[src/rtl/ram2p_fifo_ctrl_if.sv]
// ram2p_fifo_ctrl_if: push/pop stream bundle for ram2p_fifo_ctrl
//  pushValid/pushReady/pushData : write-side valid/ready stream (master drives valid/data)
//  popValid/popReady/popData    : first-word-fall-through read-side stream (slave drives valid/data)
interface ram2p_fifo_ctrl_if #(parameter int DW = 3);
  logic pushValid;
  logic pushReady;
  logic [DW-1:0] pushData;
  logic popValid;
  logic popReady;
  logic [DW-1:0] popData;
  modport master(output pushValid, pushData, popReady, input pushReady, popValid, popData);
  modport slave(input pushValid, pushData, popReady, output pushReady, popValid, popData);
endinterface

[src/rtl/ram2p_fifo_ctrl.sv]
// ram2p_fifo_ctrl: stream FIFO controller driving an external two-port RAM with 1-cycle registered read
//  clockCore, resetCoreN : clock and asynchronous active-low reset
//  flush                 : synchronous clear, present only when RAM2P_FIFO_FLUSH_EN is defined
//  io (slave)            : push stream in, FWFT pop stream out
//  level                 : words held in RAM + in-flight read + output buffer
//  ram*                  : write port (enable/address/data) and read port (enable/address, data back next cycle)
module ram2p_fifo_ctrl #(
  parameter int AW = 8,
  parameter int DW = 3
) (
  input  logic clockCore,
  input  logic resetCoreN,
`ifdef RAM2P_FIFO_FLUSH_EN
  input  logic flush,
`endif
  ram2p_fifo_ctrl_if.slave io,
  output logic [AW+1:0] level,
  output logic ramEnableWrite,
  output logic [AW-1:0] ramAddressWrite,
  output logic [DW-1:0] ramWriteData,
  output logic ramEnableRead,
  output logic [AW-1:0] ramAddressRead,
  input  logic [DW-1:0] ramReadData
);
  localparam int DEPTH = 2 ** AW;
  logic [AW-1:0] wrPtr, rdPtr;
  logic [AW:0] memCount;
  logic inFlight;
  logic [1:0] bufCount;
  logic [DW-1:0] head, skid;
  logic flushNow, pushFire, popFire, rdEn;
`ifdef RAM2P_FIFO_FLUSH_EN
  assign flushNow = flush;
`else
  assign flushNow = 1'b0;
`endif
  assign io.pushReady = (memCount != (AW+1)'(DEPTH)) & ~flushNow;
  assign io.popValid = (bufCount != 2'd0) & ~flushNow;
  assign io.popData = head;
  // resetCoreN gating keeps the RAM write port quiet the instant reset asserts
  assign pushFire = io.pushValid & io.pushReady & resetCoreN;
  assign popFire = io.popValid & io.popReady;
  // prefetch only while the buffer plus the word in flight leaves a free slot after this cycle's pop
  assign rdEn = (memCount != '0) & ~flushNow &
                ((3'(bufCount) + 3'(inFlight)) < (3'd2 + 3'(popFire)));
  assign ramEnableWrite = pushFire;
  assign ramAddressWrite = pushFire ? wrPtr : '0;
  assign ramWriteData = pushFire ? io.pushData : '0;
  assign ramEnableRead = rdEn;
  assign ramAddressRead = rdEn ? rdPtr : '0;
  assign level = (AW+2)'(memCount) + (AW+2)'(inFlight) + (AW+2)'(bufCount);
  always_ff @(posedge clockCore or negedge resetCoreN) begin
    if (!resetCoreN) begin
      wrPtr <= '0;
      rdPtr <= '0;
      memCount <= '0;
      inFlight <= 1'b0;
      bufCount <= 2'd0;
      head <= '0;
      skid <= '0;
    end else if (flushNow) begin
      wrPtr <= '0;
      rdPtr <= '0;
      memCount <= '0;
      inFlight <= 1'b0;
      bufCount <= 2'd0;
    end else begin
      wrPtr <= pushFire ? wrPtr + 1'b1 : wrPtr;
      rdPtr <= rdEn ? rdPtr + 1'b1 : rdPtr;
      memCount <= memCount + (AW+1)'(pushFire) - (AW+1)'(rdEn);
      inFlight <= rdEn;
      bufCount <= bufCount + 2'(inFlight) - 2'(popFire);
      // returning read data lands in the first free slot after this cycle's pop shift
      if (popFire)
        head <= (inFlight && bufCount == 2'd1) ? ramReadData : skid;
      else if (inFlight && bufCount == 2'd0)
        head <= ramReadData;
      if (inFlight && (popFire ? bufCount == 2'd2 : bufCount != 2'd0))
        skid <= ramReadData;
    end
  end
endmodule
[src/flat_wrapper.sv]
// flat-port wrapper written by rule: the top's interface ports become plain ports
module ram2p_fifo_ctrl_flat 
#(
  parameter int AW = 8,
  parameter int DW = 3
)
  (clockCore, resetCoreN, level, ramEnableWrite, ramAddressWrite, ramWriteData, ramEnableRead, ramAddressRead, ramReadData, io_pushValid, io_pushData, io_popReady, io_pushReady, io_popValid, io_popData);
  ram2p_fifo_ctrl_if #(.DW(DW)) io_i ();
  input  logic clockCore;
  input  logic resetCoreN;
  output logic [AW+1:0] level;
  output logic ramEnableWrite;
  output logic [AW-1:0] ramAddressWrite;
  output logic [DW-1:0] ramWriteData;
  output logic ramEnableRead;
  output logic [AW-1:0] ramAddressRead;
  input  logic [DW-1:0] ramReadData;
  input wire logic [$bits(io_i.pushValid)-1:0] io_pushValid;
  input wire logic [$bits(io_i.pushData)-1:0] io_pushData;
  input wire logic [$bits(io_i.popReady)-1:0] io_popReady;
  output wire logic [$bits(io_i.pushReady)-1:0] io_pushReady;
  output wire logic [$bits(io_i.popValid)-1:0] io_popValid;
  output wire logic [$bits(io_i.popData)-1:0] io_popData;
  assign io_i.pushValid = io_pushValid;
  assign io_i.pushData = io_pushData;
  assign io_i.popReady = io_popReady;
  assign io_pushReady = io_i.pushReady;
  assign io_popValid = io_i.popValid;
  assign io_popData = io_i.popData;
  ram2p_fifo_ctrl #(.AW(AW), .DW(DW)) u_core (.clockCore(clockCore), .resetCoreN(resetCoreN), .io(io_i), .level(level), .ramEnableWrite(ramEnableWrite), .ramAddressWrite(ramAddressWrite), .ramWriteData(ramWriteData), .ramEnableRead(ramEnableRead), .ramAddressRead(ramAddressRead), .ramReadData(ramReadData));
endmodule
[config.mk]
export PLATFORM = sky130hd
export DESIGN_NAME = ram2p_fifo_ctrl_flat
export DESIGN_NICKNAME = d
export VERILOG_FILES = /design/src/rtl/ram2p_fifo_ctrl_if.sv /design/src/rtl/ram2p_fifo_ctrl.sv /design/src/flat_wrapper.sv
export SDC_FILE = /design/constraint.sdc
export NUM_CORES = 1
export LEC_CHECK = 0
export CAP_MARGIN = 20
export CORE_MARGIN = 2
export CORE_UTILIZATION = 60
export DETAILED_ROUTE_END_ITERATION = 12
export DONT_BUFFER_PORTS = 1
export GPL_TIMING_DRIVEN = 0
export HOLD_SLACK_MARGIN = 0.06
export PLACE_DENSITY = 0.76
export SYNTH_ARGS = -nofsm -noshare
export SYNTH_HDL_FRONTEND = slang
export SYNTH_SLANG_ARGS = --single-unit
[constraint.sdc]
create_clock -name clockCore -period 3.21 [get_ports clockCore]
set_input_delay 0.321 -clock clockCore [delete_from_list [all_inputs] [get_ports clockCore]]
set_output_delay 0.321 -clock clockCore [all_outputs]
set_load 0.05 [all_outputs]
---- After elaboration in Yosys (flattened, before gate mapping) ----
Cells that the tools add are included.
word-level totals
  bits in registers ....................... 34
  input port bits ......................... 10
  output and inout bits ................... 36
  word-level logic and storage cells ...... 39
cells by class
  add/sub/neg operators ................... 10
  magnitude comparators ................... 1
  equal/unequal tests ..................... 3
  multiplexer cells ....................... 7
  bitwise gates (word level) .............. 4
  reduce and logical (&&, ||, !) cells .... 7
operator list
  operator               number
  $add A8 B1 Y8 const B  2
  $mux W8                2
  $mux W3                4
  $add A10 B2 Y10        1
  $add A9 B1 Y10         1
  $add A9 B1 Y9          1
  $ne A9 B9 Y1 const B   1
  $reduce_bool A9 Y1     1
  $sub A9 B1 Y9          1
  $and A1 B1 Y1          4
  $reduce_bool A2 Y1     2
  $add A2 B1 Y3          1
  $add A2 B1 Y3 const A  1
  $logic_and A1 B1 Y1    3
  $lt A3 B3 Y1           1
  $add A2 B1 Y2          1
  $eq A2 B1 Y1 const B   1
  $eq A2 B2 Y1 const B   1
  $logic_not A2 Y1       1
  $sub A2 B1 Y2          1
  $mux W1                1

---- Longest topological paths before layout ----
Gate-level depths: netlist of the first run.
  depth in word-level cells ............... 6
  mapped depth ............................ 17
  depth with buffers taken out ............ 16

---- Worst setup path after synthesis of the first run ----
OpenSTA, ideal clock, no wires.
  path type ............................... reg-to-reg
  from .................................... register u_core.memCount[3]
  to ...................................... register u_core.memCount[8]
  setup time .............................. 132 ps
  data arrival time ....................... 3408 ps
  data required time ...................... 3078 ps
  slack ................................... -329 ps
  stages on the path, launching flop included .. 18
  path buffers ............................ 1
  period minus slack after synthesis ...... 3539 ps
  path through ............................ dfrtp_1 > inv_1 > ha_1 > and2_1 > nand4_1 > and3_4 > buf_2 > inv_1 > ha_1 > inv_1 > ha_1 > inv_1 > fa_1 > inv_1 > a21oi_2 > o221ai_2 > o31ai_2 > xor2_1
between the ends
  word-level cells in the longest chain between the ends .. 5
  elaborated cells between the ends (all ways) .. 7
  classes of those cells .................. 2 x add/sub; 1 x eq/ne; 3 x bitwise; 1 x reduce/logical
RTL lines
  what                         RTL line               RTL
  from (decl)                  ram2p_fifo_ctrl.sv:27  logic [AW:0] memCount;
  from (signal assigned)       ram2p_fifo_ctrl.sv:70  memCount <= memCount + (AW+1)'(pushFire) - (AW+1)'(rdEn);
  $ne A9 B9 Y1                 ram2p_fifo_ctrl.sv:37  assign io.pushReady = (memCount != (AW+1)'(DEPTH)) & ~flushNow;
  via io_pushReady             flat_wrapper.sv:21     output wire logic [$bits(io_i.pushReady)-1:0] io_pushReady;
  $and A1 B1 Y1 (2 in series)  ram2p_fifo_ctrl.sv:41  assign pushFire = io.pushValid & io.pushReady & resetCoreN;
  via ramEnableWrite           flat_wrapper.sv:12     output logic ramEnableWrite;
  $add A9 B1 Y9                ram2p_fifo_ctrl.sv:70
  $sub A9 B1 Y9                ram2p_fifo_ctrl.sv:70
The timed path passes the listed nets, and every way through them passes these cells.
A chain may end at the register's enable or synchronous reset.

---- Worst setup path in the final report of the first run ----
  from .................................... register u_core.memCount[2]
  to ...................................... register u_core.memCount[8]
Same word-level chain as after synthesis.

==> flow_summary.ini, run 1 <==
[place]
place_ws_ns = -0.2890
gp_congestion = 0.8540
post_dp_cell_area_um2 = 2316
io_buffer_count = 0
hpwl_mm = 3.253

[floorplan]
start_util_pct = 61.17
die_y_um = 64.64
ioPinCount = 46
core_area_um2 = 3606
die_w_um = 64.64
placementRows = 22
die_area_um2 = 4178

[route]
postRouteAntennaNets = 0
num_vias = 1629
drc = 0
wl_mm = 4.679
drt_iter0_drc = 123
post_drt_wl_per_cell_um = 15.91
drtPass1Iterations = 4
viasPerCell = 5.541

[setup_path]
r2r_slack_ns = -0.15
critPathKind = reg2reg
critical_path_buf_inv_count = 6
r2r_start = u_core.memCount[2]
cp.arrival_ns = 3.52
cpMostUsedCell = inv_2
worst_path_max_delay_cell = nand4_1
reg2reg_to = u_core.memCount[8]
slowest_delay_ns = 0.55
worstPathCellList = inv_2 -> ha_4 -> and2_4 -> nand4_1 -> and3_4 -> buf_12 -> clkinv_4 -> ha_4 -> inv_2 -> ha_4 -> inv_2 -> fa_2 -> inv_2 -> a21oi_2 -> o221ai_2 -> o31ai_2 -> xor2_1
ff2ff_path_depth = 17
cp-end-kind = register
start_kind = register
path_max_fanout = 6
crit_family = simple AND/OR/NAND/NOR gates
worstPathRequired_ns = 3.38

[sta]
fin_crit_sh_pct = 104.6
worst_slack_ns = -0.1461
whs_ns = 0.1797
fin_worst_skew_ns = 0.005354
fmax_ghz = 0.2980
setup_violations = 3
max_slew.worst_pin.slew_ns = 1.172
hold_viol_final = 0
relSlewSlack_pct = 21.29
slew_viol_final = 0
finalCriticalPeriod_ns = 3.356
rsz0062_at_grt = true

[clock_network]
clkTransAtPathRegs_ns = 0.07
clock_path_buffers = 2
clock-sinks = 34
clk_latency_ns = 0.29
htreeDepth = 2
root_buffer = clkbuf_8
cts_buffers = 5
tritoncts = done

[min_path]
holdPathEnd = u_core.skid[0]
hp-class = in2reg
hold_path_startpoint = ramReadData[0]
hold-path-cell-count = 1

[yosys]
postSynthCellCount = 217
synthAdderAreaFrac_pct = 16.90
synth_edf_count = 0
syn_nets = 255
muxShareOfSynthArea_pct = 3.914
synth_top_area_cell = dfrtp_1
synth_area_leaders = dfrtp_1 (39%), ha_1 (14%), xnor2_1 (7.1%)
ys_warn_count = 0
synth-simple-area-share_pct = 17.30
synth_ff_type = dfrtp_1
synth_compound_area_share_pct = 6.580
ys_seq_elements = 34
synthArstFlopShare_pct = 100.0
syn_avg_cell_area_um2 = 10.17
post_synth_instance_area_um2 = 2206
synth_cell_types = 39
synth_xor_area_share_pct = 11.91
synth_top_family_by_area = simple AND/OR/NAND/NOR gates
synth_top_area_share_pct = 38.57
ys_seq_area_share_pct = 38.57

[global_routing]
grt_pass1_wl_mm = 7.665
grt_max_degree = 35
antenna_found_initial = 0
grt_pass1_vias = 1658
overflow = 0
grtUsageTotal_pct = 24.59

[run_status]
violations = negative setup slack
status = finished, violations left

[final_layout]
drive_gt1_share_pct = 26.02
n_antenna_cell = 0
design_area_um2 = 2649
final_common_cell = dfrtp_1
final_cell_mix = dfrtp_1 (33), buf_4 (20), ha_1 (20), and2_1 (19), xnor2_1 (17)
fin_nets = 284
area.growth.synth_to_final_pct = 20.08

[run]
cap_violations = 0
cell families (layout without fill, tap and decap cells):
| logic type | count (synthesis) | in the layout |
|---|---|---|
| AOI/OAI and AO/OA | 19 | 19 |
| xor gates and xnor gates | 30 | 30 |
| buffers and inverters | 25 | 54 |
| muxes | 8 | 8 |
| adders and majority gates | 28 | 28 |
| DFF | 34 | 34 |
| and+or+nand+nor | 73 | 73 |
cell usage after synthesis (all sizes together) (2+ instances only):
cell    n
and2   20
nand4   5
dfrtp  34
fa      3
buf     3
nand2  16
or2     2
mux2    5
and3    3
inv    22
mux2i   3
xnor2  18
a21oi   3
xor2   12
o21ai   7
nand3   6
nor2   16
ha     25
cell type report:
class / instances / area (um2)
clock buffer: 5 / 68.82
clock inverter: 2 / 10.01
multi-input combinational: 158 / 1324
tap: 48 / 60.06
fill: 249 / 957.2
timing repair buffer: 22 / 205.2
buffer: 3 / 38.79
sequential: 34 / 852.1
inverter: 22 / 90.09
routing by layer:
layer	global-route usage [%]	share of wire, %	vias to the layer above
met5	0	0	-
met4	10.64	3.5	0
met3	7.465	5.1	18
met2	46.09	55	50
met1	25.00	37	788
li1	-	-	773
sequential cells by signal (all words and copies together) (netlist names):
register / count
u_core.io.popData: 3
u_core.memCount: 9
u_core.inFlight: 1
u_core.rdPtr: 8
u_core.wrPtr: 8
u_core.skid: 3
u_core.bufCount: 2
through the flow:
stage / std cells / setup TNS (ns) / utilization (%)
6_report: 294 / -0.2908 / 73.46
5_1_grt: 294 / -0.6818 / 73.46
4_1_cts: 286 / -0.3627 / 71.17
3_5_place_dp: 265 / -0.7664 / 64.23
3_3_place_gp: 265 / -0.4996 / 64.23
2_1_floorplan: 217 / -0.04019 / -
worst reg2reg max path, delay by kind of cell (launching register included):
family / cells / cell delay [ns]
buffers and inverters: 6 / 0.46
DFF: 1 / 0.40
xor gates and xnor gates: 1 / 0.14
AOI/OAI and AO/OA: 3 / 0.33
adders and majority gates: 4 / 0.80
and+or+nand+nor: 3 / 1.11
worst max-delay path by stage:
stage	start	endpoint	slack (ns)	cells past startpoint
6_report	u_core.memCount[2]	u_core.memCount[8]	-0.15	17
5_1_grt	u_core.memCount[3]	u_core.memCount[8]	-0.26	17
4_1_cts	u_core.memCount[3]	u_core.memCount[8]	-0.19	17
3_5_place_dp	u_core.memCount[5]	u_core.memCount[8]	-0.29	17
3_3_place_gp	u_core.memCount[5]	u_core.memCount[8]	-0.23	17
2_1_floorplan	u_core.memCount[5]	u_core.memCount[8]	-0.04	17
repair_timing:
action,CTS,global route
endpoints found under the hold margin,34,0
gates resized for setup,7,4
pin swaps,8,8
gates cloned,1,0
setup endpoints to repair,4,6
hold buffers,2,0
buffers inserted,11,8
Power of run 1 is not shown: default switching activity piles up to over one toggle a cycle in this logic, so the estimate is an artifact.
==> inputs of run 2 (changes only) <==
==> constraint.sdc (replaced) <==
create_clock -name clockCore -period 3.7 [get_ports clockCore]
set_input_delay 0.37 -clock clockCore [delete_from_list [all_inputs] [get_ports clockCore]]
set_output_delay 0.37 -clock clockCore [all_outputs]
set_load 0.05 [all_outputs]
==> flow_summary.ini, run 2 (synthesis results as in run 1) <==
[sta]
hold_viol_final = 0
fin_worst_skew_ns = 0.005169
setup_violations = 0
rsz0062_at_grt = false
fin_crit_sh_pct = 95.61
slew_viol_final = 0
finalCriticalPeriod_ns = 3.538
fmax_ghz = 0.2827
relSlewSlack_pct = 26.03
max_slew.worst_pin.slew_ns = 1.102

[place]
io_buffer_count = 0
gp_congestion = 0.7889
dp.cells = 265
hpwl_mm = 2.836

[floorplan]
start_util_pct = 61.17
die_w_um = 64.64
die_area_um2 = 4178
ioPinCount = 46
placementRows = 22
core_area_um2 = 3606
die_y_um = 64.64

[global_routing]
grt_max_degree = 35
grt_pass1_wl_mm = 6.713
antenna_found_initial = 1
grt_pass1_vias = 1469
grtUsageTotal_pct = 21.06
overflow = 0

[setup_path]
path_max_fanout = 6
r2r_slack_ns = 0.16
cp.arrival_ns = 3.69
worstPathRequired_ns = 3.85
cp-end-kind = register
critPathKind = reg2reg
start_kind = register

[route]
postRouteAntennaNets = 0
drc = 0
viasPerCell = 5.356
wl_mm = 3.966
post_drt_wl_per_cell_um = 13.96
num_vias = 1521
drt_iter0_drc = 75
drtPass1Iterations = 4

[final_layout]
reg_top3 = u_core.memCount: 9 flops, u_core.rdPtr: 8 flops, u_core.wrPtr: 8 flops
largest_reg_flops = 9
final_cell_mix = dfrtp_1 (32), ha_1 (23), and2_1 (19), xnor2_1 (18)
n_antenna_cell = 0
regMostFlops = u_core.memCount
final_common_cell = dfrtp_1
fin_nets = 273
drive_gt1_share_pct = 19.92
layoutNonFillerInstCount = 284
area.growth.synth_to_final_pct = 14.63

[clock_network]
tritoncts = done
htreeDepth = 2
cts_buffers = 5
clk_latency_ns = 0.28
clock-sinks = 34
clock_path_buffers = 2
clkTransAtPathRegs_ns = 0.07
root_buffer = clkbuf_8

[min_path]
hp-class = in2reg

[run]
cap_violations = 0

[run_status]
status = completed
## run 2: cell count changes in the layout (fill, tap and decap cells not counted), sizes merged
cell	before	now
clkinv	3	1
clkbuf	5	8
inv	21	22
buf	23	12
bufbuf	1	0
## run 2: area by class of cell
| cell class | instances | area, um2 |
|---|---|---|
| clock inverters | 1 | 5.005 |
| multi-input cells | 158 | 1287 |
| fillers | 291 | 1077 |
| inverters | 22 | 82.58 |
| clock buffers | 7 | 86.33 |
| plain buffers | 3 | 38.79 |
| well taps | 48 | 60.06 |
| repair buffers | 11 | 115.1 |
| flip-flops and latches | 34 | 853.3 |
## run 2: critical path, cell delays in order, from the launching register on
cell and delay [ns]:
dfrtp_2 0.45, inv_2 0.09, ha_4 0.12, and2_4 0.13, nand4_1 0.53, and3_4 0.45
buf_12 0.15, inv_2 0.05, ha_1 0.21, inv_1 0.06, ha_2 0.18, inv_2 0.04
fa_2 0.37, inv_2 0.08, a21oi_4 0.07, o221ai_4 0.20, o31ai_2 0.09, xor2_1 0.14
## run 2: worst paths after layout
path / startpoint / end / cells past startpoint
setup / recovery: u_core.memCount[4] / u_core.memCount[8] / 17
hold / removal: ramReadData[0] / u_core.skid[0] / 1
setup reg to reg: u_core.memCount[4] / u_core.memCount[8] / 17
hold reg to reg: u_core.rdPtr[7] / u_core.rdPtr[7] / 1
max in group asynchronous: resetCoreN / u_core.memCount[4] / 2
min in group asynchronous: resetCoreN / u_core.memCount[1] / 2
## run 2: stage by stage
stage                     worst slack, ns  util [%]  area [um2]  TNS [ns]  hold slack (ns)
final                              0.1625     70.12        2529         0           0.2382
after global routing              0.01327     70.12        2529         0           0.2249
after CTS                         0.04743     66.86        2411         0           0.2267
after detailed placement          -0.1778     62.84        2266   -0.3163          0.07547
after global placement            -0.1276     62.84        2266   -0.2079          0.07507
after floorplan                    0.1607         -        2206         0          0.07441
## run 2: per-layer routing
layer / GRT usage, % / vias up / wire length (um) / share of wire [%]
met1: 26.45 / 733 / 1773 / 45
met5: 0 / - / 20 / 0.50
met2: 35.68 / 32 / 1918 / 48
met4: 6.383 / 2 / 85 / 2.1
li1: - / 745 / - / -
met3: 5.556 / 9 / 168 / 4.2
## run 2: repair_timing
| item | CTS | global route |
|---|---|---|
| hold buffers | 2 | 0 |
| hold endpoints to repair | 34 | 0 |
| cloned | 0 | 1 |
| gates resized for setup | 5 | 14 |
| setup endpoints to repair | 3 | 2 |
| buffers inserted | 2 | 6 |
| pin swaps | 3 | 5 |
Power of run 2 is left out for the same reason.
==> inputs of run 3 (changes only) <==
==> constraint.sdc (replaced) <==
create_clock -name clockCore -period 3.81 [get_ports clockCore]
set_input_delay 0.381 -clock clockCore [delete_from_list [all_inputs] [get_ports clockCore]]
set_output_delay 0.381 -clock clockCore [all_outputs]
set_load 0.05 [all_outputs]
==> flow_summary.ini, run 3 (synthesis results as in run 1) <==
[route]
num_vias = 1500
drtPass1Iterations = 4
wl_mm = 3.909
postRouteAntennaNets = 0
drt_iter0_drc = 54
drc = 0
post_drt_wl_per_cell_um = 13.81
viasPerCell = 5.300

[clock_network]
clk_latency_ns = 0.28
tritoncts = done
root_buffer = clkbuf_8
clkTransAtPathRegs_ns = 0.07
clock_path_buffers = 2
cts_buffers = 5
clock-sinks = 34
htreeDepth = 2

[sta]
hold_viol_final = 0
relSlewSlack_pct = 26.03
max_slew.worst_pin.slew_ns = 1.102
slew_viol_final = 0
fin_worst_skew_ns = 0.004227
finalCriticalPeriod_ns = 3.604
rsz0062_at_grt = false
fmax_ghz = 0.2775
whs_ns = 0.2492
setup_violations = 0
fin_crit_sh_pct = 94.59

[place]
io_buffer_count = 0
post_dp_cell_area_um2 = 2266
gp_congestion = 0.7889
hpwl_mm = 2.836

[floorplan]
start_util_pct = 61.17
die_area_um2 = 4178
ioPinCount = 46
die_y_um = 64.64
die_w_um = 64.64
placementRows = 22
core_area_um2 = 3606

[global_routing]
use_met2_pct = 35.42
grt_use_met3_pct = 5.556
grt_max_degree = 35
busiest_layer = met2
grt_pass1_vias = 1459
antenna_found_initial = 0
grt_pass1_wl_mm = 6.651
overflow = 0
grtUsageTotal_pct = 20.91
use_met1_pct = 26.23

[setup_path]
path_max_fanout = 10
cp.arrival_ns = 3.76
start_kind = register
ff2ff_path_depth = 17
critical_path_depth = 17
reg2reg_to = u_core.memCount[8]
critical_path_buf_inv_count = 6
worstPathRequired_ns = 3.97
crit_family = simple AND/OR/NAND/NOR gates
r2r_start = u_core.memCount[2]
critPathKind = reg2reg
cp-end-kind = register
crit_end = u_core.memCount[8]
startpoint = u_core.memCount[2]
cpMostUsedCell = inv_1
r2r_slack_ns = 0.21
worst_path_max_delay_cell = nand4_1
slowest_delay_ns = 0.54
worstPathCellList = inv_1 -> ha_1 -> and2_1 -> nand4_1 -> and3_4 -> buf_6 -> inv_1 -> ha_1 -> inv_1 -> ha_1 -> inv_1 -> fa_2 -> inv_1 -> a21oi_2 -> o221ai_2 -> o31ai_2 -> xor2_1

[final_layout]
final_cell_mix = dfrtp_1 (31), ha_1 (25), inv_1 (20), and2_1 (20), xnor2_1 (18)
fin_nets = 272
drive_gt1_share_pct = 17.02
design_area_um2 = 2460
regMostFlops = u_core.memCount
n_antenna_cell = 0
final_common_cell = dfrtp_1
area.growth.synth_to_final_pct = 11.51
reg_top3 = u_core.memCount: 9 flops, u_core.rdPtr: 8 flops, u_core.wrPtr: 8 flops
largest_reg_flops = 9

[run_status]
status = completed

[min_path]
hp-class = in2reg

[run]
cap_violations = 0
==> run 3: cell types whose count changed in the layout (fill, tap and decap cells not counted), sizes merged <==
cell | previous run | this run
clkbuf | 8 | 7
==> run 3: timing repair <==
item                                    CTS  global route
pin swaps                                 2             2
setup buffers                             0             8
hold buffers                              2             0
endpoints found under the setup margin    2             2
hold endpoints to repair                 34             0
resized for setup                         1             7
==> run 3: metal layers <==
metal	vias to the layer above	part of all wire, %	wire, um
met5	-	0	0
met1	717	46	1800
met4	0	0.90	35
met3	5	3.8	149
li1	746	-	-
met2	32	49	1922
==> run 3: metrics by stage <==
stage | worst slack, ns | util, % | TNS (ns) | instances
after floorplan | 0.2707 | - | 0 | 217
after global placement | -0.01759 | 62.84 | -0.01759 | 265
after detailed placement | -0.06778 | 62.84 | -0.09626 | 265
after CTS | 0.02886 | 66.27 | 0 | 275
after global routing | 0.004065 | 68.22 | 0 | 283
final | 0.2063 | 68.22 | 0 | 283
==> run 3: area by class of cell <==
type | instances | area (um2)
Sequential cell | 34 | 854.6
Clock buffer | 7 | 86.33
Clock inverter | 1 | 5.005
Inverter | 22 | 82.58
Fill cell | 300 | 1146
Multi-Input combinational cell | 158 | 1251
Buffer | 3 | 30.03
Timing Repair Buffer | 10 | 90.09
Tap cell | 48 | 60.06
==> run 3: how the worst min path moves through the flow <==
| stage | start | to | depth (start not counted) |
|---|---|---|---|
| 2_1_floorplan | resetCoreN | u_core.bufCount[0] | 0 |
| 3_3_place_gp | resetCoreN | u_core.io.popData[2] | 0 |
| 3_5_place_dp | resetCoreN | u_core.io.popData[2] | 0 |
| 4_1_cts | ramReadData[0] | u_core.skid[0] | 1 |
| 5_1_grt | ramReadData[0] | u_core.skid[0] | 1 |
| 6_report | ramReadData[0] | u_core.skid[0] | 1 |
Power of run 3 is left out for the same reason.
